[src/rtl/oam_dma_controller.sv]
// Sprite-memory DMA engine: a CPU write to the DMA register halts the CPU and
// copies one 256-byte page to the OAM data port as 256 read/write bus pairs.
`timescale 1ns/1ps
module oam_dma_controller #(
    parameter logic [15:0] DMA_REG_ADDR  = 16'h4014,
    parameter logic [15:0] OAM_DATA_ADDR = 16'h2004
) (
    input  logic        clock,
    input  logic        reset,
    input  logic        cycleEn,
    input  logic [15:0] cpuAddress,
    input  logic [7:0]  cpuDataOut,
    input  logic        cpuRw,
    input  logic [7:0]  busDataIn,
    output logic [15:0] busAddress,
    output logic [7:0]  busDataOut,
    output logic        busRw,
    output logic        cpuHalt,
    output logic        dmaDone
);

    typedef enum logic [2:0] {
        IDLE  = 3'd0,
        HALT  = 3'd1,
        ALIGN = 3'd2,
        READ  = 3'd3,
        WRITE = 3'd4
    } state_t;

    state_t      state;
    state_t      state_next;
    logic        parity;
    logic [7:0]  page;
    logic [7:0]  byteCount;
    logic [7:0]  dataLatch;
    logic        trigger;
    logic        last_byte;

    assign trigger   = (cpuRw == 1'b0) && (cpuAddress == DMA_REG_ADDR);
    assign last_byte = (byteCount == 8'hFF);
    assign cpuHalt   = (state != IDLE);

    always_ff @(posedge clock or negedge reset) begin
        if (!reset) begin
            state <= IDLE;
        end else if (cycleEn) begin
            state <= state_next;
        end
    end

    always_comb begin
        state_next = state;
        busAddress = cpuAddress;
        busDataOut = cpuDataOut;
        busRw      = cpuRw;
        case (state)
            IDLE: begin
                if (trigger) state_next = HALT;
            end
            HALT: begin
                busRw      = 1'b1;
                // Reads must start on an even cycle; odd HALT lets READ follow directly.
                state_next = parity ? READ : ALIGN;
            end
            ALIGN: begin
                busRw      = 1'b1;
                state_next = READ;
            end
            READ: begin
                busAddress = {page, byteCount};
                busRw      = 1'b1;
                state_next = WRITE;
            end
            WRITE: begin
                busAddress = OAM_DATA_ADDR;
                busDataOut = dataLatch;
                busRw      = 1'b0;
                state_next = last_byte ? IDLE : READ;
            end
            default: begin
                state_next = IDLE;
            end
        endcase
    end

    always_ff @(posedge clock or negedge reset) begin
        if (!reset) begin
            parity    <= 1'b0;
            page      <= 8'h00;
            byteCount <= 8'h00;
            dataLatch <= 8'h00;
            dmaDone   <= 1'b0;
        end else begin
            dmaDone <= cycleEn && (state == WRITE) && last_byte;
            if (cycleEn) begin
                parity <= ~parity;
                case (state)
                    IDLE: begin
                        if (trigger) begin
                            page      <= cpuDataOut;
                            byteCount <= 8'h00;
                        end
                    end
                    READ:    dataLatch <= busDataIn;
                    WRITE:   byteCount <= byteCount + 8'd1;
                    default: ;
                endcase
            end
        end
    end

endmodule

[config.mk]
export PLATFORM = sky130hd
export DESIGN_NAME = oam_dma_controller
export DESIGN_NICKNAME = d
export VERILOG_FILES = /design/src/rtl/oam_dma_controller.sv
export SDC_FILE = /design/constraint.sdc
export NUM_CORES = 1
export LEC_CHECK = 0
export CAP_MARGIN = 20
export CORE_ASPECT_RATIO = 1.1
export CORE_MARGIN = 4
export CORE_UTILIZATION = 45
export CTS_BUF_LIST = sky130_fd_sc_hd__clkbuf_8
export CTS_CLUSTER_DIAMETER = 50
export DETAILED_ROUTE_END_ITERATION = 6
export PLACE_DENSITY = 0.82
export SYNTH_ARGS = -nofsm -noshare
export SYNTH_HDL_FRONTEND = slang
export SYNTH_SLANG_ARGS = --single-unit
export TNS_END_PERCENT = 1
[constraint.sdc]
create_clock -name clock -period 2.3 [get_ports clock]
set_clock_uncertainty 0.15 [all_clocks]
set_input_delay 0.46 -clock clock [delete_from_list [all_inputs] [get_ports clock]]
set_output_delay 0.46 -clock clock [all_outputs]
set_load 0.02 [all_outputs]
# Word-level counts from Yosys, hierarchy flattened

Cells that the tools add are included.

$add $sub $neg: 1
$mul: 0
Divide/modulo/power cells: 0
Order comparisons: 0
Equality and inequality tests: 7
Shifts and indexed selects: 0
Muxes and demuxes: 9
Bitwise gates (word level): 2
Reduce and logical (&&, ||, !) cells: 11

Operator list:

| kind                                                   | number |
|---|---|
| case mux 16 bit (2 select lines)                       | 1 |
| equality test 16 x 15 -> 1 bit (second input constant) | 1 |
| two-way mux 8 bit                                      | 2 |
| case mux 8 bit (2 select lines)                        | 1 |
| case mux 3 bit (5 select lines)                        | 1 |
| adder 8 x 1 -> 8 bit (second input constant)           | 1 |
| equality test 8 bit (second input constant)            | 1 |
| equality test 3 x 2 -> 1 bit (second input constant)   | 2 |
| AND reduction 3 bit                                    | 2 |
| AND reduction 2 bit                                    | 2 |
| equality test 3 x 1 -> 1 bit (second input constant)   | 1 |
| equality test 3 bit (second input constant)            | 1 |
| logical AND 1 bit                                      | 3 |
| zero test 3 bit                                        | 1 |
| two-way mux 3 bit                                      | 1 |
| nonzero test 3 bit                                     | 1 |
| OR reduction 3 bit                                     | 1 |
| two-way mux 2 bit                                      | 1 |
| != test 2 bit (second input constant)                  | 1 |
| NOT 1 bit                                              | 2 |
| case mux 1 bit (2 select lines)                        | 1 |
| nonzero test 2 bit                                     | 1 |
| two-way mux 1 bit                                      | 1 |

Register bits after elaboration: 29
Latch bits: 0
RAM bits: 0
ROM bits: 0
Output and inout port bits: 27
Logic and storage cells: 36
Memories: 0

# Logic depth before layout (Yosys ltp)

Gate-level depths: netlist (run 1).

Depth after elaboration: 4
Depth in mapped cells: 6
Mapped depth without buffers: 5

# Worst setup path before layout (run 1)

Ideal clock, no wire load.

Kind: reg-to-output
From: reg state[1]
To: out busAddress[0]
Arrival time: 1.522 ns
Required time: 1.690 ns
Path slack: 0.168 ns
Stages on the path, launching flop included: 7
Path buffers: 3
Cell sequence: dfrtp_1 -> buf_2 -> and3_1 -> buf_2 -> a21oi_1 -> buf_2 -> a22o_1

Cells in the longest elaborated chain, start to end: 2

RTL lines:

| item                                                                | line | text |
|---|---|---|
| from (decl)                                                         | 30   | `state_t state;` |
| from (signal assigned)                                              | 47   | `state <= state_next;` |
| equality test 3 bit or equality test 3 x 2 -> 1 bit (tied branches) | 56   | `case (state)` |
| case mux 16 bit (2 select lines) (*)                                | 56   |  |
| to (decl)                                                           | 15   | `output logic [15:0] busAddress,` |

Mark *: on every way between the ends. The rest lies on a longest branch, timed or not.

# Final worst setup path (run 1)

From: reg state[0]
To: out busAddress[1]

Same word-level chain as after synthesis.

==> flow_summary_export.csv, run 1 <==
group,metric,value,unit
status,status,"finished clean",
power_and_ir_drop,power_frac_seq,0.300,
min_path,min_path_type,"reg -> reg",
power_and_ir_drop,power_switching,1.20,mW
critical_path,reg2reg_from,"state[2]$_DFFE_PN0P_",
floorplan,io_pins,63,
route,dr.pass1.iters,4,
place,placed_cell_area,2490,um2
critical_path,critPathLaunchType,"flop",
clocking,clockBufferDepth,2,
sta,tightest_slew,390,ps
power_and_ir_drop,vdd.ir_drop.worst,717,uV
critical_path,slowest_stage,"dfrtp_2",
route,via_per_inst,5.65,
clocking,path_clk_slew,60,ps
yosys,synthesis.area,1650,um2
finish,final_common_cell,"clkdlybuf4s50_1",
route,drt-initial-drc-count,151,
grt,grt-ovfl-total,0,
floorplan,start_util,0.478,
yosys,ys_types,37,
power_and_ir_drop,p_per_area,1110,nW/um2
route,num_vias,1627,
sta,rsz0062_at_grt,"true",
finish,instances_no_fill,288,
sta,setup_ws,5.17,ps
finish,drive_gt1_frac,0.383,
place,hpwl,3770,um
critical_path,slowest_delay,440,ps
floorplan,dieHeight,71.4,um
floorplan,dieArea,4690,um2
run,drv_cap,0,
clocking,postCtsSetupBuffers,0,
power_and_ir_drop,p_comb_frac,0.558,
critical_path,cp_cell_sequence,"and3_4 > a21oi_4 > buf_6 > a22o_1 > clkdlybuf4s15_2",
min_path,whs_endpoint,"parity$_DFFE_PN0P_",
critical_path,r2r_cells,7,
place,port_buffers,62,
sta,hold_viol_final,0,
critical_path,cp_num_buf_inv,2,
critical_path,crit_required,1690,ps
yosys,syn_avg_cell_area,10.8,um2
grt,grt_pass1_vias,1619,
route,drt-wirelength-per-cell,17.3,um
sta,finalMaxSlewViolations,0,
floorplan,coreArea,3440,um2
min_path,min_from,"parity$_DFFE_PN0P_",
route,drc_errors,0,
yosys,async_reset_ff_frac,1.00,
route,routed_wl,4980,um
grt,grt_max_degree,30,
finish,layout_common_cells,"36 x clkdlybuf4s50_1, 27 x dfrtp_1, 25 x mux2_2",
clocking,cts_tree,"yes",
clocking,cts_root_buffer,"clkbuf_8",
floorplan,die_x,65.7,um
route,ant_nets,0,
clocking,clkSinkCount,29,
critical_path,timing.rr.end,"page[5]$_DFFE_PN0P_",
finish,diodes,0,
finish,fill_cells,231,
finish,stdcell_area,2570,um2
grt,track_usage,0.222,
power_and_ir_drop,switching_share,0.418,
sta,setup_violations,0,
floorplan,rows,22,
sta,fmax,436,MHz
grt,antenna_found_initial,0,
sta,maxSlewHeadroom,0.739,
yosys,yosysWarnings,0,
clocking,cts_max_level,2,
clocking,numCtsBuffers,5,
critical_path,crit_fanout,5,
grt,grt_pass1_wl,7940,um
yosys,syn-num-nets,190,
sta,min_period,2290,ps
place,place_ws,-213,ps
clocking,insertion_delay,290,ps
finish,area_delta_synth_final,56.3,%
yosys,ys_ff_latch,29,
yosys,seq_area_frac_synth,0.441,
place,gp_congestion,0.939,
power_and_ir_drop,p_leak,1.18,nW
min_path,hold_depth,1,
sta,fin_crit_sh,0.998,
critical_path,critical_path_cell_count,5,
place,dp_cells,279,
power_and_ir_drop,clkPwrFrac,0.141,
power_and_ir_drop,intPower,1.67,mW
critical_path,cp-end-kind,"output port",
critical_path,worst-r2r-setup-slack,130,ps
critical_path,critical_path_class,"reg -> out",
critical_path,cp_top_family,"flip-flops",
yosys,ys_dominant_reg_cell,"dfrtp_1",
critical_path,critPathArrivalTime,1680,ps
finish,fin_nets,276,
yosys,synth_cells,153,
yosys,synth-edff-count,0,
## through the flow
| stage | TNS, ps | power [mW] | utilization | hold slack (ps) |
|---|---|---|---|---|
| global route | -58.8 | 3.03 | 0.747 | 356 |
| global placement | -3500 | 2.39 | 0.723 | 308 |
| floorplan | 0 | 1.71 | - | 14.4 |
| detailed placement | -4860 | 2.44 | 0.723 | 319 |
| CTS | -33.5 | 2.81 | 0.744 | 327 |
| finish | 0 | 2.87 | 0.747 | 320 |
## logic make-up (layout without fill, tap and decap cells)
logic type	Yosys count	after routing	synth area share
muxes	28	28	0.189
adders and majority gates	1	1	0.00760
AOI/OAI and AO/OA	41	41	0.183
xor gates and xnor gates	1	1	0.00532
buffers and inverters	17	104	0.0418
DFF	29	29	0.441
and+or+nand+nor	36	36	0.132
## power by group through the flow
stage / clock network, mW / logic [mW] / registers (mW)
2_1_floorplan: 0 / 0.913 / 0.799
3_3_place_gp: 0 / 1.55 / 0.838
3_5_place_dp: 0 / 1.59 / 0.852
4_1_cts: 0.418 / 1.54 / 0.853
5_1_grt: 0.447 / 1.70 / 0.885
6_report: 0.405 / 1.60 / 0.860
## synthesized netlist by cell type, drive strengths merged, types with 2 or more instances
library cell  number  area (um2)
buf                4        20.0
a21oi              2        10.0
nand4              2        12.5
o22ai              3        18.8
nor2b              2        12.5
a31oi              2        12.5
nor2               3        11.3
or4                2        15.0
clkbuf             5        18.8
o21ai             10        53.8
o211ai             3        22.5
or3                2        12.5
nand3              3        15.0
mux2              25         282
nor4               3        18.8
nor3               5        36.3
dfrtp             29         726
a22o              15         131
nand2              8        30.0
mux2i              3        30.0
inv                8        30.0
## layout make-up
cell class,instances,area (um2),area share
clock buffer,5,68.8,0.0268
tap,48,60.1,0.0234
timing repair buffer,88,793,0.309
multi-input combinational,107,877,0.341
sequential,29,728,0.283
inverter,8,30.0,0.0117
clock inverter,3,13.8,0.00535
## worst register-to-register path, cell delays in order, from the launching register on
cell	delay, ps
dfrtp_1	380
buf_4	160
buf_4	180
or3_1	340
buf_4	170
nor3_4	210
buf_12	150
mux2_2	330
## worst max path at each step
| stage | from | end | slack (ps) |
|---|---|---|---|
| after floorplan | state[1]$_DFFE_PN0P_ | busAddress[0] | 170 |
| after global placement | cpuAddress[4] | byteCount[6]$_DFFE_PN0P_ | -190 |
| after detailed placement | cpuRw | busRw | -210 |
| after CTS | state[0]$_DFFE_PN0P_ | busAddress[1] | -10 |
| after global routing | state[0]$_DFFE_PN0P_ | busAddress[1] | -30 |
| final | state[0]$_DFFE_PN0P_ | busAddress[1] | 5 |
## routing by layer
layer  share of wire  GRT usage  up-vias  wire length, um
met5               0          0        -                0
met4           0.025      0.106        0              127
met3           0.085     0.0784       14              425
met2            0.51      0.376       90             2520
met1            0.38      0.246      772             1910
li1                -          -      751                -
## state kept, by name, indices dropped and copies added, names as in the netlist
register / count
byteCount: 8
dataLatch: 8
state: 3
parity: 1
page: 8
dmaDone: 1
## timing repair
item | CTS | global route
hold buffers | 0 | 0
setup endpoints to repair | 26 | 17
resized for setup | 83 | 14
cloned | 0 | 1
pin swaps | 1 | 0
(Power assumes the default switching activity.)
==> inputs of run 2 (changes only) <==
Settings changed: GPL_ROUTABILITY_DRIVEN set to 0.
==> results of run 2 <==
Final layout, timing and power as in run 1 (identical DEF).
